[config.mk]
export PLATFORM = sky130hd
export DESIGN_NAME = rhd_miso_deserializer
export DESIGN_NICKNAME = d
export VERILOG_FILES = /design/src/rtl/rhd_pkg.sv /design/src/rtl/rhd_miso_lane.sv /design/src/rtl/rhd_miso_deserializer.sv
export SDC_FILE = /design/constraint.sdc
export NUM_CORES = 1
export LEC_CHECK = 0
export ABC_CLOCK_PERIOD_IN_PS = 3000
export CORE_ASPECT_RATIO = 0.8
export CORE_MARGIN = 1
export CORE_UTILIZATION = 57
export CTS_CLUSTER_SIZE = 10
export DETAILED_ROUTE_END_ITERATION = 16
export DONT_BUFFER_PORTS = 1
export MAX_ROUTING_LAYER = met4
export PLACE_DENSITY = 0.72
export SYNTH_ARGS = -nofsm -noshare
export SYNTH_HDL_FRONTEND = slang
export SYNTH_HIERARCHICAL = 1
export SYNTH_SLANG_ARGS = --single-unit
[constraint.sdc]
create_clock -name aclk -period 3 [get_ports aclk]
set_input_delay 0.3 -clock aclk [delete_from_list [all_inputs] [get_ports aclk]]
set_output_delay 0.3 -clock aclk [all_outputs]
set_load 0.1 [all_outputs]
[src/rtl/rhd_pkg.sv]
// Shared constants and types for the RHD MISO capture path.
// With RHD_MISO_DDR_EN defined each lane carries {fall word, rise word}.
package rhd_pkg;

  localparam int NUM_LINES   = 8;
  localparam int WORD_W      = 16;
  localparam int DELAY_W     = 4;
  localparam int SYNC_STAGES = 2;
  localparam int DELAY_TAPS  = 1 << DELAY_W;
  localparam int BITCNT_W    = $clog2(WORD_W + 1);

`ifdef RHD_MISO_DDR_EN
  localparam int LANE_W = 2 * WORD_W;
`else
  localparam int LANE_W = WORD_W;
`endif

  localparam int FRAME_W = NUM_LINES * LANE_W;

  typedef logic [WORD_W-1:0]  rhd_word_t;
  typedef logic [DELAY_W-1:0] rhd_delay_t;

  typedef enum logic [1:0] {
    IDLE  = 2'd0,
    SHIFT = 2'd1,
    DONE  = 2'd2
  } rhd_lane_state_e;

endpackage

[src/rtl/rhd_miso_lane.sv]
// One MISO line: synchroniser, per-line strobe delay, 16-bit MSB-first shifter; word held until taken.
// Under RHD_MISO_DDR_EN a second shifter captures the fall-strobe bit; done needs both shifters full.
module rhd_miso_lane
  import rhd_pkg::*;
(
  input  logic               aclk,
  input  logic               areset,
  input  logic               enable,
  input  logic [DELAY_W-1:0] delay_cfg,
  input  logic               word_start,
  input  logic               sample_tick,
`ifdef RHD_MISO_DDR_EN
  input  logic               sample_tick_fall,
`endif
  input  logic               miso,
  input  logic               frame_take,
  output logic               done,
  output logic [LANE_W-1:0]  word
);

  logic [SYNC_STAGES-1:0] sync_q;
  logic                   miso_s;

  always_ff @(posedge aclk) begin
    if (areset) begin
      sync_q <= '0;
    end else begin
      sync_q <= {sync_q[SYNC_STAGES-2:0], miso};
    end
  end

  assign miso_s = sync_q[SYNC_STAGES-1];

  // The word_start that latches a new delay must already use it, so bypass the latch on that cycle.
  rhd_delay_t dly_q;
  rhd_delay_t dly;

  always_ff @(posedge aclk) begin
    if (areset) begin
      dly_q <= '0;
    end else if (word_start) begin
      dly_q <= delay_cfg;
    end
  end

  assign dly = word_start ? delay_cfg : dly_q;

  // Tap k of each line is the strobe delayed by k cycles; tap 0 is the live input.
  logic [DELAY_TAPS-2:0] start_q;
  logic [DELAY_TAPS-2:0] tick_q;
  logic [DELAY_TAPS-1:0] start_tap;
  logic [DELAY_TAPS-1:0] tick_tap;
  logic                  start_d;
  logic                  tick_d;

  assign start_tap = {start_q, word_start};
  assign tick_tap  = {tick_q, sample_tick};
  assign start_d   = start_tap[dly];
  assign tick_d    = tick_tap[dly];

  always_ff @(posedge aclk) begin
    if (areset || !enable) begin
      start_q <= '0;
      tick_q  <= '0;
    end else begin
      start_q <= start_tap[DELAY_TAPS-2:0];
      tick_q  <= tick_tap[DELAY_TAPS-2:0];
    end
  end

  rhd_lane_state_e       state;
  rhd_word_t             sr;
  logic [BITCNT_W-1:0]   bitcnt;

  // A start strobe always wins: it restarts from bit 15 whatever state the lane is in.
  always_ff @(posedge aclk) begin
    if (areset || !enable) begin
      state  <= IDLE;
      sr     <= '0;
      bitcnt <= '0;
    end else if (start_d) begin
      state  <= SHIFT;
      sr     <= {{(WORD_W-1){1'b0}}, miso_s};
      bitcnt <= BITCNT_W'(1);
    end else begin
      case (state)
        SHIFT: begin
          if (tick_d) begin
            sr     <= {sr[WORD_W-2:0], miso_s};
            bitcnt <= bitcnt + BITCNT_W'(1);
            if (bitcnt == BITCNT_W'(WORD_W - 1)) begin
              state <= DONE;
            end
          end
        end
        DONE: begin
          if (frame_take) begin
            state <= IDLE;
          end
        end
        default: ;
      endcase
    end
  end

`ifdef RHD_MISO_DDR_EN
  logic [DELAY_TAPS-2:0] fall_q;
  logic [DELAY_TAPS-1:0] fall_tap;
  logic                  fall_d;
  rhd_word_t             fall_sr;
  logic [BITCNT_W-1:0]   fall_cnt;
  logic                  fall_done;

  assign fall_tap = {fall_q, sample_tick_fall};
  assign fall_d   = fall_tap[dly];

  // The fall strobe trails the rise strobe by half a bit, so it is armed by the rise start.
  always_ff @(posedge aclk) begin
    if (areset || !enable) begin
      fall_q    <= '0;
      fall_sr   <= '0;
      fall_cnt  <= '0;
      fall_done <= 1'b0;
    end else begin
      fall_q <= fall_tap[DELAY_TAPS-2:0];
      if (start_d) begin
        fall_sr   <= '0;
        fall_cnt  <= '0;
        fall_done <= 1'b0;
      end else if (state != IDLE && !fall_done && fall_d) begin
        fall_sr  <= {fall_sr[WORD_W-2:0], miso_s};
        fall_cnt <= fall_cnt + BITCNT_W'(1);
        if (fall_cnt == BITCNT_W'(WORD_W - 1)) begin
          fall_done <= 1'b1;
        end
      end else if (state == DONE && frame_take) begin
        fall_done <= 1'b0;
      end
    end
  end

  assign done = (state == DONE) && fall_done;
  assign word = {fall_sr, sr};
`else
  assign done = (state == DONE);
  assign word = sr;
`endif

endmodule

[src/rtl/rhd_miso_deserializer.sv]
// RHD SPI MISO capture: NUM_LINES lanes, one frame per word; m_valid one cycle after the last lane completes.
// Frame arriving while output held (m_valid && !m_ready) is dropped and sets sticky overflow. RHD_MISO_DDR_EN adds fall capture.
module rhd_miso_deserializer
  import rhd_pkg::*;
(
  input  logic                         aclk,
  input  logic                         areset,
  input  logic                         enable,
  input  logic [NUM_LINES*DELAY_W-1:0] delay_cfg,
  input  logic                         word_start,
  input  logic                         sample_tick,
`ifdef RHD_MISO_DDR_EN
  input  logic                         sample_tick_fall,
`endif
  input  logic [NUM_LINES-1:0]         miso,
  output logic [FRAME_W-1:0]           m_data,
  output logic                         m_valid,
  input  logic                         m_ready,
  output logic                         overflow,
  input  logic                         clear_overflow
);

  logic [NUM_LINES-1:0] lane_done;
  logic [FRAME_W-1:0]   frame;
  logic                 frame_take;
  logic                 load_ok;

  for (genvar i = 0; i < NUM_LINES; i++) begin : g_lane
    rhd_miso_lane u_lane (
      .aclk             (aclk),
      .areset           (areset),
      .enable           (enable),
      .delay_cfg        (delay_cfg[i*DELAY_W +: DELAY_W]),
      .word_start       (word_start),
      .sample_tick      (sample_tick),
`ifdef RHD_MISO_DDR_EN
      .sample_tick_fall (sample_tick_fall),
`endif
      .miso             (miso[i]),
      .frame_take       (frame_take),
      .done             (lane_done[i]),
      .word             (frame[i*LANE_W +: LANE_W])
    );
  end

  // Lanes always return to IDLE on completion, whether the frame is loaded or dropped.
  assign frame_take = enable && (&lane_done);
  assign load_ok    = !m_valid || m_ready;

  always_ff @(posedge aclk) begin
    if (areset) begin
      m_data   <= '0;
      m_valid  <= 1'b0;
      overflow <= 1'b0;
    end else begin
      if (frame_take && load_ok) begin
        m_data  <= frame;
        m_valid <= 1'b1;
      end else if (m_ready) begin
        m_valid <= 1'b0;
      end

      if (frame_take && !load_ok) begin
        overflow <= 1'b1;
      end else if (clear_overflow) begin
        overflow <= 1'b0;
      end
    end
  end

endmodule

==> results.rst, run 1 <==
.. list-table::
   :header-rows: 1

   * - Metric
     - Value
   * - Register area share after synthesis
     - 49.9%
   * - Data required time of the worst path
     - 3.52 ns
   * - XOR/XNOR share of the synthesized area
     - 0.290%
   * - Final routed DRC violation total
     - 0
   * - Proportion of power drawn by combinational gates
     - 5.7%
   * - Dominant combinational cell family by area after synthesis
     - simple AND/OR/NAND/NOR gates
   * - Achievable frequency
     - 345 MHz
   * - Final HPWL DP
     - 36800 µm
   * - Post-CTS setup-driven buffer insertion count
     - 0
   * - Clock latency on the worst-skew pair
     - 0.59 ns
   * - EDFF count, synth
     - 0
   * - Leakage power
     - 10.4 nW
   * - Wire length of the first global-routing pass
     - 92100 µm
   * - Fraction of power spent switching nets
     - 22.2%
   * - Commonest register cell after synthesis
     - dfxtp_1
   * - Share of the clock period used by the worst path after layout
     - 96.7%
   * - Placement Setup Slack
     - 0.280 ns
   * - Count of endpoints failing hold in the final timing report
     - 0
   * - Number of pins with negative max-slew slack in the final report
     - 0
   * - Sequential standard cell area
     - 12100 µm²
   * - Total routed wirelength
     - 58200 µm
   * - Post-Syn Instances
     - 2592
   * - Relative slew margins
     - 28.6%
   * - Final Instance Area
     - 26900 µm²
   * - Final ANT Viol Nets
     - 0
   * - Vias post-DR
     - 18380
   * - Startpoint Class
     - flip-flop
   * - Buffers added on ports
     - 0
   * - Sw power
     - 0.00369 W
   * - Number of placed cells counting well taps
     - 3041
   * - Count of endpoints failing setup in the final report
     - 0
   * - Post-synthesis instance area
     - 24100 µm²
   * - Worst hold-check path type
     - in -> reg
   * - CTS H-Tree Depth
     - 3
   * - Worst-path clk slew
     - 0.06 ns
   * - Proportion of layout cells with a drive suffix above 1
     - 7.41%
   * - Placeable core region
     - 41800 µm²
   * - Post-layout utilization of the core
     - 64.2%
   * - Total die area
     - 43200 µm²
   * - Clock root buffer master
     - clkbuf_16
   * - IO Count
     - 177
   * - Drt first-iter violations
     - 1452
   * - Setup repair after global routing missed its margin
     - true
   * - Area after DPL
     - 24300 µm²
   * - Routed via count divided by cell count
     - 5.77
   * - Synthesis-to-layout area growth
     - 11.3%
   * - Worst supply voltage drop on vdd
     - 0.545 mV
   * - Category of the most critical setup path
     - reg -> reg
   * - CTS Buf Count
     - 71
   * - Net total in the final layout
     - 2681
   * - Adder-cell area share of the yosys netlist
     - 0.829%
   * - Layout Cells excl Fill
     - 3187
   * - Multi-input logic area
     - 10900 µm²
   * - Flop pwr share
     - 49.0%
   * - Syn avg cell area
     - 9.32 µm²
   * - Clock tree from TritonCTS
     - yes
   * - Power density of the placed cells
     - 619 nW/µm²
   * - Post-synthesis mux area share
     - 8.66%
   * - Congestion Overflow GR
     - 0
   * - Share of the synthesized area in compound gates (AO/OA/AOI/OAI)
     - 15.4%
   * - Share of flip-flops with an asynchronous set or reset after synthesis
     - 0%
   * - Reported max-cap violation count
     - 0
   * - Number of standard-cell rows in the floorplan
     - 67
   * - Slew at the pin with the worst max-slew slack
     - 1.07 ns
   * - Syn. warnings
     - 6
   * - Detailed-route wire length per cell
     - 18.3 µm
   * - GRT Util Overall
     - 27.5%
   * - Status
     - completed
   * - Synth cell types
     - 47
   * - Vert. Die Dim
     - 186 µm
   * - Chip width
     - 232 µm
   * - Highest fanout seen on the critical path
     - 76
   * - Routability cong.
     - 0.905
   * - Post-synthesis register bit count
     - 602
   * - Iteration count of the initial detailed-routing pass
     - 5
   * - Vias in the first global route
     - 17251
   * - Clock Skews
     - 0.0230 ns
   * - Total nets after synthesis
     - 2655
   * - Final critical-path setup slack
     - 0.100 ns
   * - Maximum clock path buffer count
     - 3
   * - Simple-Gate Fraction of Synth Area
     - 19.9%
   * - Cell internal power dissipation
     - 0.0129 W
   * - Filler cell count
     - 3422
   * - Starting density of the core
     - 57.7%
   * - Setup crit end kind
     - flip-flop
   * - Pin count of the biggest net entering global routing
     - 174
   * - Initial antenna violation count
     - 2
   * - WP data arrival
     - 3.42 ns
   * - Clock sink count
     - 602
   * - Part of the total power dissipated in the clock network
     - 45.2%
   * - Tmin final
     - 2.90 ns
## power groups by stage
| stage | Sequential (W) | Combinational (W) | Clock (W) |
|---|---|---|---|
| 2_1_floorplan | 0.00828 | 0.000783 | 0 |
| 3_3_place_gp | 0.00832 | 0.000830 | 0 |
| 3_5_place_dp | 0.00832 | 0.000837 | 0 |
| 4_1_cts | 0.00815 | 0.000946 | 0.00768 |
| 5_1_grt | 0.00815 | 0.00104 | 0.00802 |
| 6_report | 0.00815 | 0.000955 | 0.00752 |
## metrics by stage
stage                     hold WS [ns]  power (W)  TNS [ns]
after floorplan                  0.369    0.00906         0
after global placement           0.399    0.00915         0
after detailed placement         0.399    0.00915         0
after CTS                      0.00256     0.0168         0
after global routing            0.0164     0.0172   -0.0348
final                           0.0283     0.0166         0
## layout make-up
cell class | count | share of cell area, %
Timing Repair Buffer | 91 | 3.35
Inverter | 96 | 1.34
Tap cell | 552 | 2.57
Clock buffer | 83 | 7.13
Clock inverter | 5 | 0.149
Multi-Input combinational cell | 1756 | 40.6
Antenna cell | 2 | 0.0186
Sequential cell | 602 | 44.9
## flip-flops by register name (all words and copies together), names as in the netlist
register	count
g_lane.u_lane/word	128
m_data	128
g_lane.u_lane/start_q	120
g_lane.u_lane/tick_q	120
g_lane.u_lane/bitcnt	40
g_lane.u_lane/dly_q	32
g_lane.u_lane/state	16
g_lane.u_lane/sync_q	16
m_valid	1
overflow	1
## worst paths after layout
kind	from	endpoint	slack [ns]	cells after the start
setup / recovery	g_lane[2].u_lane/state[1]	m_data[95]	0.10	7
hold / removal	delay_cfg[0]	g_lane[0].u_lane/dly_q[0]	0.03	3
setup reg to reg	g_lane[2].u_lane/state[1]	m_data[95]	0.10	7
hold reg to reg	g_lane[2].u_lane/sync_q[0]	g_lane[2].u_lane/sync_q[1]	0.43	1
## cell usage in the layout (no fill, tap or decap), drive strengths merged, types with 16 or more instances in the layout
cell type    instances
o22ai               40
nor2b               58
dlygate4sd3         54
and3                24
o21ai               72
ha                  16
nand2              321
o21bai              24
nor2               227
mux2i              152
nor3                25
nand2b              32
o211ai              48
or3                 16
clkbuf              83
a31oi               24
and2               240
dfxtp              602
mux2                16
buf                 37
or4                 17
a32oi               32
mux4                16
o221ai              16
inv                 99
a21oi              209
o31ai               16
o21a                16
nand3               17
## per-layer routing
| metal | GRT usage [%] | wire [µm] | vias up |
|---|---|---|---|
| met5 | - | 0 | - |
| met3 | 6.30 | 3770 | 105 |
| met2 | 42.1 | 26600 | 589 |
| met4 | 8.89 | 1370 | 0 |
| met1 | 35.8 | 26500 | 8741 |
| li1 | - | - | 8945 |
## synth_stat cells (all sizes together) (16+ instances only)
library cell | instances | area, µm²
o221ai | 16 | 140
a21oi | 209 | 1050
a31oi | 24 | 150
nand2 | 321 | 1200
mux2 | 16 | 210
dfxtp | 602 | 12100
and3 | 24 | 150
o21ai | 72 | 360
o31ai | 16 | 120
and2 | 240 | 1500
clkbuf | 38 | 143
nor2 | 227 | 852
o21bai | 24 | 180
o211ai | 48 | 360
ha | 16 | 200
inv | 96 | 360
o21a | 16 | 120
nor2b | 58 | 363
mux4 | 16 | 360
o22ai | 40 | 350
nand3 | 17 | 85.1
or3 | 16 | 100
a32oi | 32 | 280
buf | 100 | 711
nor3 | 25 | 125
mux2i | 152 | 1520
nand2b | 32 | 200
or4 | 17 | 158
## what timing repair did
item                                   in CTS  in global routing
endpoints found under the hold margin     196                  0
setup endpoints to repair                   0                  3
resized for setup                           0                  0
hold buffers                               56                  0
## cells by family after synthesis
group,Yosys count
buf+inv,234
fa+ha+maj,16
mux,184
simple gates,987
xor+xnor,8
compound gates,561
flops,602
## critical path, cell delays in order, from the launching register on
cell           delay, ns
dfxtp_1             0.34
nor2b_1             0.25
nand4_1             0.30
nor4_2              0.61
buf_12              0.38
nand2_1             0.16
a21oi_1             0.20
dlygate4sd3_1       0.59
Note: power is estimated with default switching activity, not from simulation.
==> inputs of run 2 (changes only) <==
RECOVER_POWER = 50   (was unset)
SLEW_MARGIN = 20   (was unset)
==> results.rst, run 2 (same netlist as run 1, synthesis figures left out) <==
.. list-table::
   :header-rows: 1

   * - Metric
     - Value
   * - Status
     - complete, but fails checks
   * - Violated checks
     - capacitance limit, slew limit
   * - Number of standard-cell rows in the floorplan
     - 67 (unchanged)
   * - Start of the worst register-to-register path
     - g_lane[2].u_lane/state[1]
   * - Buffers added on ports
     - 0 (unchanged)
   * - Part of the total power dissipated in the clock network
     - 45.2% (about the same)
   * - Net total in the final layout
     - 2681 (unchanged)
   * - Post-layout total power
     - 0.0166 W (about the same)
   * - Register-to-register path setup slack
     - 0.1 ns (about the same)
   * - Wire length of the first global-routing pass
     - 92100 µm (unchanged)
   * - IO Count
     - 177 (unchanged)
   * - Fraction of power spent switching nets
     - 22.2% (about the same)
   * - Worst-path clk slew
     - 0.06 ns (about the same)
   * - Number of pins with negative max-slew slack in the final report
     - 159 (+159)
   * - Proportion of layout cells with a drive suffix above 1
     - 7.06% (-0.34 points)
   * - Highest-count cells in the layout ignoring fill and taps
     - dfxtp_1 (602), nand2_1 (321), nor2_1 (227)
   * - Hold path endpoint
     - g_lane[0].u_lane/dly_q[0]
   * - Number of placed cells counting well taps
     - 3041 (unchanged)
   * - Iteration count of the initial detailed-routing pass
     - 7 (+2)
   * - Detailed-route wire length per cell
     - 18.2 µm (-0.29%)
   * - Sw power
     - 0.00369 W (about the same)
   * - Slew at the pin with the worst max-slew slack
     - 1.98 ns (+0.906 ns)
   * - Final HPWL DP
     - 36800 µm (unchanged)
   * - Routed via count divided by cell count
     - 5.79 (+0.33%)
   * - Vias post-DR
     - 18435 (+0.30%)
   * - Cell internal power dissipation
     - 0.0129 W (about the same)
   * - Vias in the first global route
     - 17251 (unchanged)
   * - Hold depth
     - 3 (unchanged)
   * - Clock latency on the worst-skew pair
     - 0.59 ns (about the same)
   * - Relative slew margins
     - -31.7% (-60 points)
   * - GRT Util Overall
     - 27.5% (unchanged)
   * - Most frequent standard cell in the layout excluding fill and tap cells
     - dfxtp_1
   * - Final ANT Viol Nets
     - 0 (unchanged)
   * - # resized after CTS
     - 0 (unchanged)
   * - Data required time of the worst path
     - 3.52 ns (about the same)
   * - CTS H-Tree Depth
     - 3 (unchanged)
   * - Leakage power
     - 10.3 nW (-1.4%)
   * - Clock root buffer master
     - clkbuf_16
   * - Vert. Die Dim
     - 186 µm (unchanged)
   * - Flop pwr share
     - 49.1% (about the same)
   * - Congestion Overflow GR
     - 0 (unchanged)
   * - Startpoint Class
     - flip-flop
   * - Power density of the placed cells
     - 620 nW/µm² (+0.16%)
   * - Starting density of the core
     - 57.7% (unchanged)
   * - Final critical-path setup slack
     - 0.0960 ns (-0.00432 ns)
   * - CTS Buf Count
     - 71 (unchanged)
   * - Placement Setup Slack
     - 0.280 ns (unchanged)
   * - Worst hold-check path type
     - in -> reg
   * - Total die area
     - 43200 µm² (unchanged)
   * - Final routed DRC violation total
     - 0 (unchanged)
   * - Placeable core region
     - 41800 µm² (unchanged)
   * - Proportion of power drawn by combinational gates
     - 5.7% (about the same)
   * - Chip width
     - 232 µm (unchanged)
   * - Pin count of the biggest net entering global routing
     - 174 (unchanged)
   * - Share of the clock period used by the worst path after layout
     - 96.8% (+0.14 points)
   * - Sum of negative setup slack
     - 0 ns (unchanged)
   * - Count of endpoints failing setup in the final report
     - 0 (unchanged)
   * - Reported max-cap violation count
     - 1 (+1)
   * - Count of endpoints failing hold in the final timing report
     - 0 (unchanged)
   * - Maximum clock path buffer count
     - 3 (unchanged)
   * - Highest fanout seen on the critical path
     - 76 (unchanged)
   * - Category of the most critical setup path
     - reg -> reg
   * - Clock Skews
     - 0.0242 ns (+0.00114 ns)
   * - Clock tree from TritonCTS
     - yes
   * - Tmin final
     - 2.90 ns (+0.00432 ns)
   * - Count of cells along the worst register-to-register path
     - 7 (unchanged)
   * - Achievable frequency
     - 344 MHz (-0.15%)
   * - Capturing point of the worst reg2reg path
     - m_data[95]
   * - Clock sink count
     - 602 (unchanged)
   * - Setup crit end kind
     - flip-flop
   * - Drt first-iter violations
     - 1382 (-4.8%)
   * - Post-CTS setup-driven buffer insertion count
     - 0 (unchanged)
   * - Setup repair after global routing missed its margin
     - true
   * - Total routed wirelength
     - 58000 µm (-0.32%)
   * - Critical hold path startpoint
     - delay_cfg[0]
   * - Layout Cells excl Fill
     - 3186 (-0.031%)
   * - Initial antenna violation count
     - 2 (unchanged)
   * - Worst supply voltage drop on vdd
     - 0.546 mV (about the same)
   * - WP data arrival
     - 3.43 ns (about the same)
   * - Routability cong.
     - 0.905 (unchanged)
   * - Synthesis-to-layout area growth
     - 11.0%
## run 2: through the flow
step,hold WS [ns],area (µm²),util [%]
after floorplan,0.369,24100,-
after global placement,0.399,24300,58.1
after detailed placement,0.399,24300,58.1
after CTS,0.00256,26900,64.2
after global routing,0.0164,26800,64.1
final,0.0306,26800,64.1
## run 2: area by class of cell
type                       count  area [µm²]
antenna                        1        2.50
clock inverter                 5        40.0
multi-input combinational   1756       10900
sequential                   602       12100
clock buffer                  83        1920
timing repair buffer          91         845
inverter                      96         360
tap                          552         691
fill                        3435       15000
## run 2: power groups by stage
stage               Clock [W]  Sequential (W)  Combinational, W
floorplan                   0         0.00828          0.000783
global placement            0         0.00832          0.000830
finish                0.00751         0.00815          0.000948
CTS                   0.00768         0.00815          0.000946
detailed placement          0         0.00832          0.000837
global route          0.00802         0.00815           0.00103
## run 2: critical path, cell delays in order (launching register included)
cell and delay (ns):
dfxtp_1 0.34, nor2b_1 0.25, nand4_1 0.30, nor4_2 0.60, buf_12 0.37, nand2_1 0.16
a21oi_1 0.20, dlygate4sd3_1 0.60
## run 2: what timing repair did
| action | in CTS | in global routing |
|---|---|---|
| hold endpoints to repair | 196 | 0 |
| hold buffers | 56 | 0 |
| endpoints found under the setup margin | 0 | 3 |
## run 2: worst max path at each step
stage	slack [ns]	to	start
2_1_floorplan	0.91	g_lane[0].u_lane/bitcnt[3]	g_lane[0].u_lane/dly_q[1]
3_3_place_gp	0.35	g_lane[3].u_lane/bitcnt[3]	g_lane[3].u_lane/dly_q[0]
3_5_place_dp	0.28	g_lane[3].u_lane/bitcnt[4]	g_lane[3].u_lane/dly_q[0]
4_1_cts	0.10	m_data[80]	g_lane[6].u_lane/state[1]
5_1_grt	-0.02	m_data[95]	g_lane[2].u_lane/state[1]
6_report	0.1	m_data[95]	g_lane[2].u_lane/state[1]
## run 2: per-layer routing
layer  global-route usage (%)  vias to the layer above  wire (µm)
met5                        -                        -          0
met4                     8.89                        0       1530
met3                     6.30                      113       3730
met2                     42.1                      578      26200
met1                     35.8                     8805      26500
li1                         -                     8939          -
